## src/rtl/mem_access_unit_pkg.sv

```systemverilog
// Shared definitions for the M-stage memory access unit.
// Holds the opcode class codes seen on m_op, the access size encoding
// carried in funct3[1:0], the access FSM state type and a helper that
// turns a size code into a byte count.
package mem_access_unit_pkg;

  // Opcode classes (instruction bits [6:2]) that touch data memory
  localparam logic [4:0] OP_LOAD  = 5'b00000;
  localparam logic [4:0] OP_STORE = 5'b01000;

  typedef enum logic [1:0] {
    SZ_BYTE   = 2'b00,
    SZ_HALF   = 2'b01,
    SZ_WORD   = 2'b10,
    SZ_DOUBLE = 2'b11
  } size_e;

  typedef enum logic [1:0] {
    ST_IDLE,
    ST_BEAT2,
    ST_HOLD
  } state_e;

  // A doubleword request on a 32-bit datapath degrades to a word access
  function automatic int size_bytes(input size_e sz, input int xlen);
    case (sz)
      SZ_BYTE:   return 1;
      SZ_HALF:   return 2;
      SZ_WORD:   return 4;
      default:   return (xlen == 64) ? 8 : 4;
    endcase
  endfunction

endpackage

```

## src/rtl/mem_access_unit_if.sv

```systemverilog
// Data-memory bus between the access unit (master) and the memory (slave).
//   dm_cs    chip select
//   dm_w_en  active-low byte write enables, all-ones means read
//   dm_addr  word-aligned byte address
//   dm_di    lane-aligned write data
//   dm_ready memory accepts/completes the access this cycle
//   dm_do    read data, meaningful when dm_cs && dm_ready
interface mem_access_unit_if #(
  parameter int XLEN   = 32,
  parameter int ADDR_W = 32
);
  localparam int NB = XLEN / 8;

  logic              dm_cs;
  logic [NB-1:0]     dm_w_en;
  logic [ADDR_W-1:0] dm_addr;
  logic [XLEN-1:0]   dm_di;
  logic              dm_ready;
  logic [XLEN-1:0]   dm_do;

  modport master (
    output dm_cs, dm_w_en, dm_addr, dm_di,
    input  dm_ready, dm_do
  );

  modport slave (
    input  dm_cs, dm_w_en, dm_addr, dm_di,
    output dm_ready, dm_do
  );
endinterface

```

## src/rtl/mem_access_unit_byte_lane_gen.sv

```systemverilog
// Byte-lane generator for one beat of a possibly split access.
//   off    byte offset of the access inside its word
//   size   access size in bytes
//   second 0 = first beat (lanes off..NB-1), 1 = second beat (lanes 0..)
//   wr     store access; loads keep all write enables high
//   wdata  LSB-justified store data
//   rdata  raw memory word for this beat
//   w_en   active-low byte enables for this beat
//   di     store data moved onto this beat's lanes
//   ld     this beat's load bytes moved to their position in the result
module byte_lane_gen
  import mem_access_unit_pkg::*;
#(
  parameter int XLEN = 32
) (
  input  logic [$clog2(XLEN/8)-1:0] off,
  input  logic [$clog2(XLEN/8):0]   size,
  input  logic                      second,
  input  logic                      wr,
  input  logic [XLEN-1:0]           wdata,
  input  logic [XLEN-1:0]           rdata,
  output logic [XLEN/8-1:0]         w_en,
  output logic [XLEN-1:0]           di,
  output logic [XLEN-1:0]           ld
);
  localparam int NB    = XLEN / 8;
  localparam int OFS_W = $clog2(NB);

  logic [NB-1:0]    mask;
  logic [OFS_W:0]   sh;
  logic [OFS_W+3:0] sh_bits;
  int               lo;
  int               hi;

  // The second beat covers whatever bytes spilled past the word end; its
  // data moves the opposite way to the first beat by the bytes already sent.
  always_comb begin
    lo      = second ? 0 : int'(off);
    hi      = int'(off) + int'(size) - (second ? NB : 0);
    mask    = '0;
    for (int i = 0; i < NB; i++) begin
      mask[i] = (i >= lo) && (i < hi);
    end
    w_en    = wr ? ~mask : '1;
    sh      = second ? ((OFS_W+1)'(NB) - {1'b0, off}) : {1'b0, off};
    sh_bits = {sh, 3'b000};
    di      = second ? (wdata >> sh_bits) : (wdata << sh_bits);
    ld      = second ? (rdata << sh_bits) : (rdata >> sh_bits);
  end

endmodule

```

## src/rtl/mem_access_unit.sv

```systemverilog
// M-stage load/store unit. Turns a load/store in the M stage into one or
// two aligned memory beats, stalls the pipeline until the access is done,
// and returns an aligned, extended load result one cycle after completion.
//   clk, rst            clock, synchronous active-high reset
//   m_valid/op/f3       M-stage instruction qualifiers
//   m_addr, m_wdata     effective byte address, store data
//   dm                  data-memory bus (master side)
//   m_stall             hold M stage and upstream
//   m_ld_valid/data     registered load result
//   m_misalign          pulse when a split access completes
module mem_access_unit
  import mem_access_unit_pkg::*;
#(
  parameter int XLEN   = 32,
  parameter int ADDR_W = 32
) (
  input  logic              clk,
  input  logic              rst,
  input  logic              m_valid,
  input  logic [4:0]        m_op,
  input  logic [2:0]        m_f3,
  input  logic [ADDR_W-1:0] m_addr,
  input  logic [XLEN-1:0]   m_wdata,
  mem_access_unit_if.master dm,
  output logic              m_stall,
  output logic              m_ld_valid,
  output logic [XLEN-1:0]   m_ld_data,
  output logic              m_misalign
);
  localparam int NB    = XLEN / 8;
  localparam int OFS_W = $clog2(NB);

  state_e            state, state_nx;
  logic [XLEN-1:0]   beat1_q;
  logic [ADDR_W-1:0] done_addr_q;

  logic              is_load, is_store, active, split;
  int                nbytes;
  logic [OFS_W:0]    size_w;
  logic [OFS_W-1:0]  off;
  logic [ADDR_W-1:0] word_a, word_b;
  logic [NB-1:0]     w_en1, w_en2;
  logic [XLEN-1:0]   di1, di2, ld1, ld2;
  logic              complete, beat1_done, repeat_acc;

  function automatic logic [XLEN-1:0] extend(input logic [XLEN-1:0] raw,
                                             input int nb, input logic zx);
    logic [XLEN-1:0] r;
    logic            fill;
    r    = raw;
    fill = ~zx & raw[8*nb-1];
    for (int i = 0; i < XLEN; i++) begin
      if (i >= 8*nb) r[i] = fill;
    end
    return r;
  endfunction

  assign is_load  = (m_op == OP_LOAD);
  assign is_store = (m_op == OP_STORE);
  assign active   = m_valid && (is_load || is_store) && !rst;
  assign nbytes   = size_bytes(size_e'(m_f3[1:0]), XLEN);
  assign size_w   = (OFS_W+1)'(nbytes);
  assign off      = m_addr[OFS_W-1:0];
  assign split    = ({1'b0, off} + size_w) > (OFS_W+1)'(NB);
  assign word_a   = {m_addr[ADDR_W-1:OFS_W], {OFS_W{1'b0}}};
  assign word_b   = word_a + ADDR_W'(NB);

  byte_lane_gen #(.XLEN(XLEN)) u_beat1 (
    .off(off), .size(size_w), .second(1'b0), .wr(is_store),
    .wdata(m_wdata), .rdata(dm.dm_do), .w_en(w_en1), .di(di1), .ld(ld1)
  );

  byte_lane_gen #(.XLEN(XLEN)) u_beat2 (
    .off(off), .size(size_w), .second(1'b1), .wr(is_store),
    .wdata(m_wdata), .rdata(dm.dm_do), .w_en(w_en2), .di(di2), .ld(ld2)
  );

  // HOLD only suppresses the access when the just-finished instruction is
  // still sitting in M (same address); anything else is started as in IDLE.
  assign repeat_acc = (state == ST_HOLD) && (m_addr == done_addr_q);

  always_comb begin
    state_nx   = state;
    dm.dm_cs   = 1'b0;
    dm.dm_w_en = '1;
    dm.dm_addr = word_a;
    dm.dm_di   = di1;
    m_stall    = 1'b0;
    m_misalign = 1'b0;
    complete   = 1'b0;
    beat1_done = 1'b0;
    case (state)
      ST_IDLE, ST_HOLD: begin
        state_nx = ST_IDLE;
        if (active && !repeat_acc) begin
          dm.dm_cs   = 1'b1;
          dm.dm_w_en = w_en1;
          if (!dm.dm_ready) begin
            m_stall = 1'b1;
          end else if (split) begin
            m_stall    = 1'b1;
            beat1_done = 1'b1;
            state_nx   = ST_BEAT2;
          end else begin
            complete = 1'b1;
            state_nx = is_store ? ST_HOLD : ST_IDLE;
          end
        end
      end
      ST_BEAT2: begin
        if (active) begin
          dm.dm_cs   = 1'b1;
          dm.dm_w_en = w_en2;
          dm.dm_addr = word_b;
          dm.dm_di   = di2;
          if (dm.dm_ready) begin
            complete   = 1'b1;
            m_misalign = 1'b1;
            state_nx   = ST_IDLE;
          end else begin
            m_stall = 1'b1;
          end
        end else begin
          state_nx = ST_IDLE;
        end
      end
      default: state_nx = ST_IDLE;
    endcase
  end

  // State, first-beat load bytes and the registered load result
  always_ff @(posedge clk) begin
    if (rst) begin
      state       <= ST_IDLE;
      beat1_q     <= '0;
      done_addr_q <= '0;
      m_ld_valid  <= 1'b0;
      m_ld_data   <= '0;
    end else begin
      state      <= state_nx;
      m_ld_valid <= complete && is_load;
      if (beat1_done) beat1_q <= ld1;
      if (complete) done_addr_q <= m_addr;
      if (complete && is_load) begin
        m_ld_data <= extend((state == ST_BEAT2) ? (beat1_q | ld2) : ld1,
                            nbytes, m_f3[2]);
      end
    end
  end

endmodule

```

## src/flat_wrapper.sv

```systemverilog
// flat-port wrapper written by rule: the top's interface ports become plain ports
module mem_access_unit_flat import mem_access_unit_pkg::*;
#(
  parameter int XLEN   = 32,
  parameter int ADDR_W = 32
)
  (clk, rst, m_valid, m_op, m_f3, m_addr, m_wdata, m_stall, m_ld_valid, m_ld_data, m_misalign, dm_dm_cs, dm_dm_w_en, dm_dm_addr, dm_dm_di, dm_dm_ready, dm_dm_do);
  mem_access_unit_if #(.XLEN(XLEN), .ADDR_W(ADDR_W)) dm_i ();
  input  logic clk;
  input  logic rst;
  input  logic m_valid;
  input  logic [4:0] m_op;
  input  logic [2:0] m_f3;
  input  logic [ADDR_W-1:0] m_addr;
  input  logic [XLEN-1:0] m_wdata;
  output logic m_stall;
  output logic m_ld_valid;
  output logic [XLEN-1:0] m_ld_data;
  output logic m_misalign;
  output wire logic [$bits(dm_i.dm_cs)-1:0] dm_dm_cs;
  output wire logic [$bits(dm_i.dm_w_en)-1:0] dm_dm_w_en;
  output wire logic [$bits(dm_i.dm_addr)-1:0] dm_dm_addr;
  output wire logic [$bits(dm_i.dm_di)-1:0] dm_dm_di;
  input wire logic [$bits(dm_i.dm_ready)-1:0] dm_dm_ready;
  input wire logic [$bits(dm_i.dm_do)-1:0] dm_dm_do;
  assign dm_dm_cs = dm_i.dm_cs;
  assign dm_dm_w_en = dm_i.dm_w_en;
  assign dm_dm_addr = dm_i.dm_addr;
  assign dm_dm_di = dm_i.dm_di;
  assign dm_i.dm_ready = dm_dm_ready;
  assign dm_i.dm_do = dm_dm_do;
  mem_access_unit #(.XLEN(XLEN), .ADDR_W(ADDR_W)) u_core (.clk(clk), .rst(rst), .m_valid(m_valid), .m_op(m_op), .m_f3(m_f3), .m_addr(m_addr), .m_wdata(m_wdata), .dm(dm_i), .m_stall(m_stall), .m_ld_valid(m_ld_valid), .m_ld_data(m_ld_data), .m_misalign(m_misalign));
endmodule
```

## config.mk

```make
export PLATFORM = sky130hd
export DESIGN_NAME = mem_access_unit_flat
export DESIGN_NICKNAME = d
export VERILOG_FILES = /design/src/rtl/mem_access_unit_pkg.sv /design/src/rtl/mem_access_unit_if.sv /design/src/rtl/mem_access_unit_byte_lane_gen.sv /design/src/rtl/mem_access_unit.sv /design/src/flat_wrapper.sv
export SDC_FILE = /design/constraint.sdc
export NUM_CORES = 1
export LEC_CHECK = 0
export ABC_AREA = 1
export CORE_AREA = 2 2 144 146
export CTS_CLUSTER_SIZE = 8
export DETAILED_ROUTE_END_ITERATION = 12
export DIE_AREA = 0 0 146 148
export PLACE_DENSITY = 0.68
export SLEW_MARGIN = 20
export SYNTH_ARGS = -nofsm -noshare
export SYNTH_HDL_FRONTEND = slang
export SYNTH_SLANG_ARGS = --single-unit
```

## constraint.sdc

```tcl
create_clock -name clk -period 4.65 [get_ports clk]
set_input_delay 1.1625 -clock clk [delete_from_list [all_inputs] [get_ports clk]]
set_output_delay 1.1625 -clock clk [all_outputs]
set_load 0.03 [all_outputs]
```

==> flow_metrics.tcl <==
set metrics [dict create \
    status "completed" \
    path_clk_slew_ns 0.07 \
    p_leak_nw 5.13 \
    synth_compound_area_frac 0.218 \
    setup_viol 0 \
    grt_pass1_wl_um 45600 \
    core_region_area_um2 20000 \
    worst_ir_drop_vdd_v 0.000160 \
    antenna_cells 0 \
    synth_area_per_cell_um2 5.77 \
    synthCells 1373 \
    via_count 9648 \
    max_freq_mhz 220 \
    r2r-start "u_core.state[0]" \
    endpoint_kind "output port" \
    clock_latency_ns 0.36 \
    crit_path_start_kind "input pin" \
    place_area_um2 10700 \
    overflow 0 \
    rsz0062_at_grt "yes" \
    synthMuxAreaShare 0 \
    cap_violations 0 \
    die_w_um 146 \
    final_cells 1874 \
    finalClockSkew_ns 0.0126 \
    max_slew_margin 0.490 \
    routedWlPerCell_um 15.2 \
    first_pass_iters 5 \
    numPortBuffers 209 \
    power_frac_clock 0.333 \
    worstPathMaxFanout 8 \
    synth_top_family_by_area "simple AND/OR/NAND/NOR gates" \
    cts_buffers 9 \
    whs_endpoint "u_core.beat1_q[1]" \
    internal_power_mw 1.56 \
    die_y_um 148 \
    holdCritPathClass "reg -> reg" \
    regToRegSetupSlack_ns 2.06 \
    required_ns 3.49 \
    design_area_um2 11100 \
    p_sw_mw 0.777 \
    seq_power_share 0.364 \
    min_delay_path_depth 2 \
    setup_slack_ns 0.110 \
    routabilityCongestion 0.921 \
    initialDrtViolationCount 731 \
    viasPerCell 5.15 \
    synthXorXnorAreaFrac 0.0386 \
    drc 0 \
    syn_to_final_growth_pct 40.8 \
    start_util 0.395 \
    power.total_mw 2.34 \
    synth-seq-cells 99 \
    grt_pass1_vias 8910 \
    synthAdderAreaFrac 0.0168 \
    cellPowerDensity_nw_per_um2 210 \
    h-tree-depth 3 \
    clockBufferDepth 2 \
    cts_sinks 99 \
    ant_nets 0 \
    grt_antenna_before_repair 0 \
    period_share 0.976 \
    arrival_ns 3.38 \
    tightest_slew_ns 0.765 \
    fp-row-count 52 \
    grt_usage 0.258 \
    ys_top_cells_by_area "dfxtp_1 25%, nand2_1 15%, nor2_1 10%" \
    pwr-share-comb 0.303 \
    die_area_um2 21600 \
    final.min_clock_period_ns 4.54 \
    r2r_end "u_core.m_ld_data[29]" \
    routed_wl_um 28500 \
    critical_path_class "in -> out" \
    nets 1717 \
    pre_cts_slack_ns -0.296 \
    drv_slew 0 \
    pin_count 212 \
    synth-simple-area-share 0.346 \
    ys_seq_area_frac 0.250 \
    finalHoldViolCount 0 \
    final_layout_size_suffix_gt1_frac 0.144 \
    yosysWarnings 0 \
    cts_tree "yes" \
    reg2reg_depth 10 \
    dp.cells 1857 \
    synth_top_area_frac 0.250 \
    cts-root-buf "clkbuf_16" \
    crit_start "rst" \
    yosysTopAreaCell "dfxtp_1" \
    dpl.hpwl_um 21200 \
    synthFlopType "dfxtp_1" \
    min-delay-start "u_core.beat1_q[1]" \
    synth_cell_type_count 47 \
    p_sw_frac 0.332 \
    grt_max_degree 77 \
    synth-edff-count 0 \
    async_flop_share 0 \
    synthesis.area_um2 7920 \
]
-- Yosys cell counts, drive strengths merged (3+ instances only) --
master,n
nor4,3
ha,9
inv,171
a22oi,4
a21boi,5
buf,45
a2111oi,7
nor3,17
dfxtp,99
o32ai,3
nand2,323
a31oi,21
xor2,22
a21oi,95
nand3,79
o22ai,14
o21ai,142
xnor2,12
a211oi,5
nor2,219
o211ai,8
o31ai,4
nand4,13
or2,7
clkbuf,38
-- layout by cell type (no fill, tap or decap), drive strengths merged, types with 8 or more instances in the layout --
cell type | synthesis | routed
xnor2 | 12 | 12
buf | 45 | 147
ha | 9 | 9
a31oi | 21 | 21
nand4 | 13 | 13
nand2 | 323 | 323
o211ai | 8 | 8
inv | 171 | 173
dfxtp | 99 | 99
nor2 | 219 | 219
nand3 | 79 | 79
o22ai | 14 | 14
a21oi | 95 | 95
xor2 | 22 | 22
o21ai | 142 | 142
clkbuf | 38 | 13
clkdlybuf4s50 | 0 | 136
dlymetal6s2s | 0 | 9
nor3 | 17 | 17
-- through the flow --
step,hold WS [ns],TNS (ns),util
3_3_place_gp,0.434,-0.295,0.536
4_1_cts,0.453,-0.00336,0.552
2_1_floorplan,0.424,0,-
3_5_place_dp,0.442,-0.342,0.536
5_1_grt,0.478,-0.0711,0.556
6_report,0.449,0,0.556
-- area by class of cell --
cell class | instances | area (um2)
fillers | 2042 | 8900
multi-input cells | 1020 | 5220
repair buffers | 297 | 2660
flip-flops and latches | 99 | 1980
inverters | 172 | 646
well taps | 270 | 338
clock buffers | 13 | 280
clock inverters | 3 | 26.3
-- state kept, by name, indices dropped and copies added (netlist names) --
| register | count |
|---|---|
| u_core.state | 2 |
| u_core.m_ld_valid | 1 |
| u_core.done_addr_q | 32 |
| u_core.m_ld_data | 32 |
| u_core.beat1_q | 32 |
-- kinds of logic after synthesis --
logic type | after synthesis
buffers and inverters | 255
xor gates and xnor gates | 34
other | 1
AOI/OAI and AO/OA | 312
adders and majority gates | 10
and+or+nand+nor | 662
DFF | 99
-- critical path, stage by stage --
cell	delay (ns)
clkdlybuf4s50_1	0.56
inv_2	0.05
nand2_1	0.13
nor2_4	0.07
nand2_4	0.12
inv_2	0.06
nor2_1	0.16
inv_1	0.18
o21ai_0	0.19
clkdlybuf4s50_1	0.69
-- power by group through the flow --
stage               logic [mW]  registers, mW  clock network, mW
CTS                      0.700          0.851              0.785
finish                   0.709          0.851              0.778
floorplan                0.385          0.870                  0
global route             0.768          0.851              0.816
global placement         0.696          0.871                  0
detailed placement       0.697          0.871                  0
-- metal layers --
layer | global-route usage | up-vias | share of wire | routed length [um]
met2 | 0.429 | 357 | 0.47 | 13300
met1 | 0.344 | 4369 | 0.44 | 12600
li1 | - | 4881 | - | -
met5 | 0 | - | 0 | 0
met4 | 0.0825 | 0 | 0.023 | 656
met3 | 0.0401 | 41 | 0.066 | 1880
-- worst max path at each step --
stage	end	slack [ns]	cells after the start
2_1_floorplan	dm_dm_di[24]	0.04	14
5_1_grt	dm_dm_addr[19]	-0.07	16
3_5_place_dp	dm_dm_w_en[3]	-0.30	11
4_1_cts	dm_dm_w_en[2]	-0.003	14
6_report	dm_dm_di[0]	0.11	10
3_3_place_gp	dm_dm_w_en[3]	-0.27	11
-- what timing repair did --
item | CTS | global route
hold buffers | 0 | 0
setup endpoints to repair | 7 | 29
gates cloned | 0 | 0
setup buffers | 0 | 1
pin swaps | 0 | 8
resized for setup | 9 | 26
Note: power is estimated with default switching activity, not from simulation.
